**config.mk**
```make
export PLATFORM = sky130hd
export DESIGN_NAME = sdram_port_arbiter
export DESIGN_NICKNAME = d
export VERILOG_FILES = /design/src/rtl/sdram_arb_pkg.sv /design/src/rtl/sdram_port_arbiter_rr_pick.sv /design/src/rtl/sdram_port_arbiter.sv
export SDC_FILE = /design/constraint.sdc
export NUM_CORES = 1
export LEC_CHECK = 0
export ABC_AREA = 1
export CAP_MARGIN = 0
export CORE_UTILIZATION = 40
export DETAILED_ROUTE_END_ITERATION = 10
export PLACE_DENSITY_LB_ADDON = 0.08
export SETUP_SLACK_MARGIN = 0.02
export SYNTH_ARGS = -nofsm -noshare
export SYNTH_HDL_FRONTEND = slang
export SYNTH_SLANG_ARGS = --single-unit
```
**constraint.sdc**
```tcl
create_clock -name clk_sys -period 1.7 [get_ports clk_sys]
set_input_delay 0.425 -clock clk_sys [delete_from_list [all_inputs] [get_ports clk_sys]]
set_output_delay 0.425 -clock clk_sys [all_outputs]
set_load 0.05 [all_outputs]
```
**src/rtl/sdram_arb_pkg.sv**
```systemverilog
// Shared types and helpers for the SDRAM port arbiter: FSM states, index
// width helper and the read value returned when an access is aborted.
package sdram_arb_pkg;

  typedef enum logic [1:0] {
    IDLE,
    ISSUE,
    WAIT,
    DONE
  } arb_state_t;

  localparam int MAX_DATA_W = 64;
  localparam logic [MAX_DATA_W-1:0] ABORT_RDATA = '1;

  function automatic int idx_width(input int n);
    return (n <= 2) ? 1 : $clog2(n);
  endfunction

endpackage

```
**src/rtl/sdram_port_arbiter_rr_pick.sv**
```systemverilog
// Combinational round-robin picker over ports 1..NUM_PORTS-1; port 0 is
// never considered here, its priority is applied by the arbiter.
module rr_pick
  import sdram_arb_pkg::*;
#(
  parameter int NUM_PORTS = 3,
  parameter int IDX_W     = 2
) (
  input  logic [NUM_PORTS-1:0] req,
  input  logic [IDX_W-1:0]     last,
  output logic [IDX_W-1:0]     idx,
  output logic                 valid
);

  always_comb begin
    int cand;
    logic [IDX_W-1:0] cand_idx;
    idx      = '0;
    valid    = 1'b0;
    cand     = 0;
    cand_idx = '0;
    // Walk from the farthest candidate to the nearest so the nearest port
    // after 'last' overwrites and wins; wrap skips port 0.
    for (int k = NUM_PORTS - 1; k >= 1; k--) begin
      cand = int'(last) + k;
      if (cand >= NUM_PORTS) cand = cand - (NUM_PORTS - 1);
      cand_idx = IDX_W'(cand);
      if (req[cand_idx]) begin
        idx   = cand_idx;
        valid = 1'b1;
      end
    end
  end

endmodule

```
**src/rtl/sdram_port_arbiter.sv**
```systemverilog
// Single-transaction SDRAM arbiter: port 0 has fixed priority, other ports
// share round-robin; a watchdog aborts accesses the controller never finishes.
module sdram_port_arbiter
  import sdram_arb_pkg::*;
#(
  parameter int NUM_PORTS = 3,
  parameter int ADDR_W    = 24,
  parameter int DATA_W    = 16,
  parameter int TIMEOUT   = 255
) (
  input  logic                        clk_sys,
  input  logic                        reset,
  input  logic [NUM_PORTS-1:0]        p_req,
  input  logic [NUM_PORTS-1:0]        p_we,
  input  logic [NUM_PORTS*ADDR_W-1:0] p_addr,
  input  logic [NUM_PORTS*DATA_W-1:0] p_wdata,
  input  logic [NUM_PORTS*2-1:0]      p_be,
  output logic [NUM_PORTS-1:0]        p_ack,
  output logic [DATA_W-1:0]           p_rdata,
  output logic                        mem_req,
  output logic                        mem_we,
  output logic [ADDR_W-1:0]           mem_addr,
  output logic [DATA_W-1:0]           mem_wdata,
  output logic [1:0]                  mem_be,
  input  logic                        mem_gnt,
  input  logic                        mem_done,
  input  logic [DATA_W-1:0]           mem_rdata,
  output logic                        busy,
  output logic                        timeout_err
);

  localparam int IDX_W = idx_width(NUM_PORTS);
  localparam int WD_W  = $clog2(TIMEOUT + 1);

  logic [ADDR_W-1:0] addr_arr  [NUM_PORTS];
  logic [DATA_W-1:0] wdata_arr [NUM_PORTS];
  logic [1:0]        be_arr    [NUM_PORTS];

  for (genvar gi = 0; gi < NUM_PORTS; gi++) begin : g_unpack
    assign addr_arr[gi]  = p_addr[gi*ADDR_W +: ADDR_W];
    assign wdata_arr[gi] = p_wdata[gi*DATA_W +: DATA_W];
    assign be_arr[gi]    = p_be[gi*2 +: 2];
  end

  arb_state_t        state_reg, state_next;
  logic [IDX_W-1:0]  grant_reg, grant_next;
  logic [IDX_W-1:0]  last_rr_reg, last_rr_next;
  logic [WD_W-1:0]   wd_cnt_reg, wd_cnt_next;
  logic              mem_req_reg, mem_req_next;
  logic              mem_we_reg, mem_we_next;
  logic [ADDR_W-1:0] mem_addr_reg, mem_addr_next;
  logic [DATA_W-1:0] mem_wdata_reg, mem_wdata_next;
  logic [1:0]        mem_be_reg, mem_be_next;
  logic [NUM_PORTS-1:0] p_ack_reg, p_ack_next;
  logic [DATA_W-1:0] p_rdata_reg, p_rdata_next;
  logic              timeout_err_reg, timeout_err_next;

  logic [IDX_W-1:0]  rr_idx, win_idx;
  logic              rr_valid, win_valid;

  rr_pick #(
    .NUM_PORTS (NUM_PORTS),
    .IDX_W     (IDX_W)
  ) u_rr_pick (
    .req   (p_req),
    .last  (last_rr_reg),
    .idx   (rr_idx),
    .valid (rr_valid)
  );

  assign win_idx   = p_req[0] ? '0 : rr_idx;
  assign win_valid = p_req[0] | rr_valid;

  always_comb begin
    state_next       = state_reg;
    grant_next       = grant_reg;
    last_rr_next     = last_rr_reg;
    wd_cnt_next      = wd_cnt_reg;
    mem_req_next     = mem_req_reg;
    mem_we_next      = mem_we_reg;
    mem_addr_next    = mem_addr_reg;
    mem_wdata_next   = mem_wdata_reg;
    mem_be_next      = mem_be_reg;
    p_ack_next       = '0;
    p_rdata_next     = p_rdata_reg;
    timeout_err_next = timeout_err_reg;
    unique case (state_reg)
      IDLE: begin
        if (win_valid) begin
          grant_next     = win_idx;
          mem_req_next   = 1'b1;
          mem_we_next    = p_we[win_idx];
          mem_addr_next  = addr_arr[win_idx];
          mem_wdata_next = wdata_arr[win_idx];
          mem_be_next    = be_arr[win_idx];
          if (win_idx != '0) last_rr_next = win_idx;
          state_next     = ISSUE;
        end
      end
      ISSUE: begin
        if (mem_gnt) begin
          mem_req_next = 1'b0;
          wd_cnt_next  = '0;
          state_next   = WAIT;
        end
      end
      WAIT: begin
        // wd_cnt_reg counts completed WAIT cycles, so this is WAIT cycle TIMEOUT.
        if (mem_done) begin
          p_rdata_next          = mem_rdata;
          p_ack_next[grant_reg] = 1'b1;
          state_next            = DONE;
        end else if (wd_cnt_reg == WD_W'(TIMEOUT - 1)) begin
          p_rdata_next          = ABORT_RDATA[DATA_W-1:0];
          p_ack_next[grant_reg] = 1'b1;
          timeout_err_next      = 1'b1;
          state_next            = DONE;
        end else begin
          wd_cnt_next = wd_cnt_reg + 1'b1;
        end
      end
      DONE: state_next = IDLE;
      default: state_next = IDLE;
    endcase
  end

  always_ff @(posedge clk_sys) begin
    if (reset) begin
      state_reg       <= IDLE;
      grant_reg       <= '0;
      last_rr_reg     <= '0;
      wd_cnt_reg      <= '0;
      mem_req_reg     <= 1'b0;
      mem_we_reg      <= 1'b0;
      mem_addr_reg    <= '0;
      mem_wdata_reg   <= '0;
      mem_be_reg      <= '0;
      p_ack_reg       <= '0;
      p_rdata_reg     <= '0;
      timeout_err_reg <= 1'b0;
    end else begin
      state_reg       <= state_next;
      grant_reg       <= grant_next;
      last_rr_reg     <= last_rr_next;
      wd_cnt_reg      <= wd_cnt_next;
      mem_req_reg     <= mem_req_next;
      mem_we_reg      <= mem_we_next;
      mem_addr_reg    <= mem_addr_next;
      mem_wdata_reg   <= mem_wdata_next;
      mem_be_reg      <= mem_be_next;
      p_ack_reg       <= p_ack_next;
      p_rdata_reg     <= p_rdata_next;
      timeout_err_reg <= timeout_err_next;
    end
  end

  assign p_ack       = p_ack_reg;
  assign p_rdata     = p_rdata_reg;
  assign mem_req     = mem_req_reg;
  assign mem_we      = mem_we_reg;
  assign mem_addr    = mem_addr_reg;
  assign mem_wdata   = mem_wdata_reg;
  assign mem_be      = mem_be_reg;
  assign busy        = (state_reg != IDLE);
  assign timeout_err = timeout_err_reg;

endmodule

```
==> Word-level counts from Yosys, hierarchy flattened <==
Index checks and enable logic that the tools add are counted.
{ "classes": {"n_addsub": 5, "mul": 0, "div": 0, "n_lt_le_gt_ge": 8, "eq_ne": 9, "shifts": 0, "muxes": 40, "bitwise_logic": 4, "reduce_logical": 15} }
{ "ops": {"columns": ["cell", "count"], "rows": [
  ["$mux 16", 4],
  ["$bmux 24 s2", 1],
  ["$mux 24", 2],
  ["$bmux 16 s2", 1],
  ["$mux 8", 3],
  ["$mux 2", 11],
  ["$pmux 8 s2", 1],
  ["$lt 2x3->1 const B", 4],
  ["$reduce_and 3->1", 4],
  ["$reduce_bool 2->1", 5],
  ["$add 8x1->8 const B", 1],
  ["$eq 8x8->1 const B", 1],
  ["$mux 1", 8],
  ["$ne 2x2->1 const B", 4],
  ["$pmux 2 s4", 1],
  ["$bmux 1 s2", 3],
  ["$ge 3x2->1 const B", 2],
  ["$mux 3", 2],
  ["$bmux 2 s2", 1],
  ["$eq 2x2->1 const B", 2],
  ["$reduce_and 2->1", 2],
  ["$reduce_and 4->1", 1],
  ["$sub 2x2->2 const B", 2],
  ["$add 2x1->3 const B", 1],
  ["other kinds (13)", 14]
]} }
{ "word_totals": {"regBits": 78, "latchBits": 0, "mem_bits_rw": 0, "mem_bits_ro": 0, "in_bits": 152, "out_inout_bits": 65, "word_cells": 93, "memories": 0} }

==> Logic depth before layout (Yosys ltp) <==
{ "depth": {"word_depth": 12, "depth_mapped": 11, "depth_no_buf": 10} }

==> Hierarchy <==
Synthesis repeated with hierarchy kept, for this count alone.
{ "hier_totals": {"cells_unflattened": 576, "area_unflattened_um2": 3980.1} }
{ "by_module_without_submodules": {"columns": ["mod", "instances", "cells_per_inst", "area_each_um2", "seq_area_each_um2"], "rows": [
  ["sdram_port_arbiter", 1, 568, 3943.8, 1561.5],
  ["rr_pick", 1, 8, 36.3, 0.0]
]} }

==> Worst setup path after synthesis <==
Ideal clock, no wire load.
{ "synth_timing": {"path_type": "register to register", "from": "register state_reg[0]", "to": "register wd_cnt_reg[7]", "setup_time_ps": 128, "arrival_time_ps": 1342, "t_required_ps": 1572, "slack_ps": 231, "stages_incl_launch_ff": 11, "n_path_buf": 1, "period_less_slack_ps": 1469, "path_cell_list": "dfxtp_1 inv_1 ha_1 inv_2 a21oi_1 nand3_2 buf_6 nand2_1 inv_1 nor2_1 nor2_1"} }
{ "synth_via": {"elab_chain_cells": 3, "elab_cells_between_ends": 8, "classes_between": "eq/ne: 5; mux: 1; reduce/logical: 2"} }
{ "synth_rtl": {"columns": ["element", "line", "source"], "rows": [
  ["start, declared", "sdram_port_arbiter.sv:45", "arb_state_t state_reg, state_next;"],
  ["start signal, assigned", "sdram_port_arbiter.sv:142", "state_reg <= state_next;"],
  ["$eq 2x2->1 / $eq 2x1->1 (equally long branches)", "sdram_port_arbiter.sv:87", "unique case (state_reg)"],
  ["$ne 2x2->1 (no line) / $reduce_bool 2->1 (equally long branches)", null, null],
  ["$reduce_and 4->1 (no line)", null, null],
  ["end signal, assigned", "sdram_port_arbiter.sv:145", "wd_cnt_reg <= wd_cnt_next;"],
  ["end, declared", "sdram_port_arbiter.sv:48", "logic [WD_W-1:0] wd_cnt_reg, wd_cnt_next;"]
]} }
Parallel ways exist; a longest one is shown, timed or not.
A chain may end at the register's enable or synchronous reset.

==> Final worst setup path <==
{ "layout_timing": {"from": "register state_reg[0]", "to": "output busy"} }
{ "layout_via": {"elab_chain_cells": 1} }
{ "layout_rtl": {"columns": ["element", "line", "source"], "rows": [
  ["$reduce_bool 2->1", "sdram_port_arbiter.sv:164", "assign busy = (state_reg != IDLE);"],
  ["end, declared", "sdram_port_arbiter.sv:28", "output logic busy,"]
]} }
Every way passes these cells.

==> reports/metrics.yaml <==
num_io_pins: 217
total_power_mw: 9.92
synth_cell_types: 30
finalSetupTns_ps: 0
clkTransAtPathRegs_ps: 90
powerDensity_nw_per_um2: 1450
ys_ff_latch: 78
syn-cell-area_um2: 4210
grt_usage_pct: 25.7
grt_antenna_before_repair: 0
insertion_delay_ps: 350
setup_viol_count_final: 0
yosys_warnings: 0
leakage_nw: 3.14
cts_tree: "yes"
nets: 994
arrival_ps: 1180
crit_type: "reg2out"
fin_crit_sh_pct: 94.3
gp_congestion: 0.814
synth_ff_type: "dfxtp_1"
layout_commonest_cell: "clkdlybuf4s50_1"
final_cell_mix: "clkdlybuf4s50_1, a21oi_1, nand2_1, buf_4, dfxtp_1"
hpwlAfterDp_um: 9660
final_cell_area_um2: 6830
netlist_instances: 620
start_util_pct: 41.0
drv_cap: 0
rsz0062_at_grt: "false"
dr.first_iter.drc_count: 304
wl_um: 14000
grt_overflow: 0
port_buffers: 216
worstPathCellList: "inv_2, ha_4, inv_2, buf_12"
start_kind: "flip-flop"
first_global_vias: 4872
ant_nets: 0
die_x_um: 105
dieHeight_um: 105
largest_reg_flops: 24
vias: 4920
hp-class: "reg2reg"
dr.pass1.iters: 4
grt_pass1_wl_um: 23100
cp_max_fo: 5
max_freq_mhz: 624
syn_area_per_cell_um2: 6.80
rows: 37
vdd_ir_drop_max_mv: 0.892
die-area_um2: 10900
htreeDepth: 3
grt_max_degree: 48
status: "finished clean"
clockRootBuffer: "clkbuf_8"
antennaDiodeCount: 0
area_delta_synth_final_pct: 62.1
place_area_um2: 6560
worst_slew_pin_slew_ps: 247
fin_worst_skew_ps: 14.7
synth_nets: 778
cts_buffers: 9
synth_edf_count: 0
clock-sinks: 78
relSlewSlack_pct: 83.6
via_per_inst: 5.04
cts_max_path_buffers: 2
fp.coreArea_um2: 10300
timing.final.hold_violations: 0
slowest_stage: "dfxtp_1"
cp_common_cell: "inv_2"
slew_viol_final: 0
worstPathRequired_ps: 1270
end_kind: "primary output"
drive_gt1_share_pct: 16.5
ys_async_sr_fraction_pct: 0
fin_crit_ps: 1600
wl_per_cell_um: 14.3
drc: 0
max_stage_delay_ps: 330
synth_seq_area_share_pct: 37.1
fill_cells: 881
[path summary, 6_finish.rpt]
check,cells past startpoint,end,start,slack (ps)
min reg2reg,1,p_ack[0],grant_reg[1],450
max,4,busy,state_reg[0],100
min,1,p_ack[0],grant_reg[1],450
max reg2reg,11,wd_cnt_reg[7],state_reg[1],150
[worst max-delay path: cells and delay by family, from the launching register on]
kind                     cells  cell delay, ps
buffers and inverters        3             300
flip-flops                   1             330
adder cells (fa/ha/maj)      1             200
[cell type report]
class,instances,area (um2),area share [%]
multi-input cells,420,2210,32.3
clock inverters,6,67.6,0.989
well taps,136,170,2.49
flip-flops and latches,78,1560,22.9
clock buffers,10,138,2.02
repair buffers,245,2380,34.8
inverters,82,308,4.51
[synthesized netlist by cell type, types with 2 or more instances]
cell type	instances	area (um2)
a21oi_1	98	490
nand4_1	2	12.5
inv_1	78	293
ha_1	6	75.1
nor2_2	2	12.5
inv_2	4	15.0
buf_2	22	110
clkbuf_1	11	41.3
buf_1	6	22.5
o21ai_1	7	35.0
dfxtp_1	78	1560
nand3_2	4	40.0
nand3b_1	43	323
nand2_2	4	25.0
nor4_1	2	12.5
nand3_1	54	270
o21ai_0	52	260
nor2_1	52	195
nand2_1	84	315
[routing by layer]
layer | GRT usage (%) | vias up | share of wire [%]
met3 | 4.93 | 23 | 6.7
met5 | 0 | - | 0
met4 | 10.2 | 0 | 2.3
li1 | - | 2457 | -
met1 | 29.9 | 2254 | 42
met2 | 46.4 | 186 | 49
[through the flow]
step	util [%]	hold WS (ps)	cells	setup WS, ps
2_1_floorplan	-	422	620	231
3_3_place_gp	63.9	446	959	-145
3_5_place_dp	63.9	453	959	-215
4_1_cts	66.0	455	975	34.7
5_1_grt	66.4	467	977	20.8
6_report	66.4	449	977	96.8
[report_power, final]
group	total (mW)	internal [mW]	switching [mW]
clock network	1.46	0.727	0.737
registers	2.70	2.40	0.299
logic	5.76	2.03	3.73
total	9.92	5.15	4.77
[repair_timing]
action,in CTS,in global routing
buffers inserted,0,2
pin swaps,0,1
hold buffers,0,0
gates resized for setup,4,13
endpoints found under the hold margin,0,0
setup endpoints to repair,1,13
[logic make-up (layout without fill, tap and decap cells)]
logic type	count (synthesis)	in the layout	share of synthesized area (%)
AND/OR/NAND/NOR	252	252	29.9
AO/OA/AOI/OAI	160	160	19.2
buffers and inverters	122	343	11.7
flip-flops	78	78	37.1
adder cells (fa/ha/maj)	6	6	1.78
XOR/XNOR	2	2	0.416
Power figures use the tool's default switching activity.
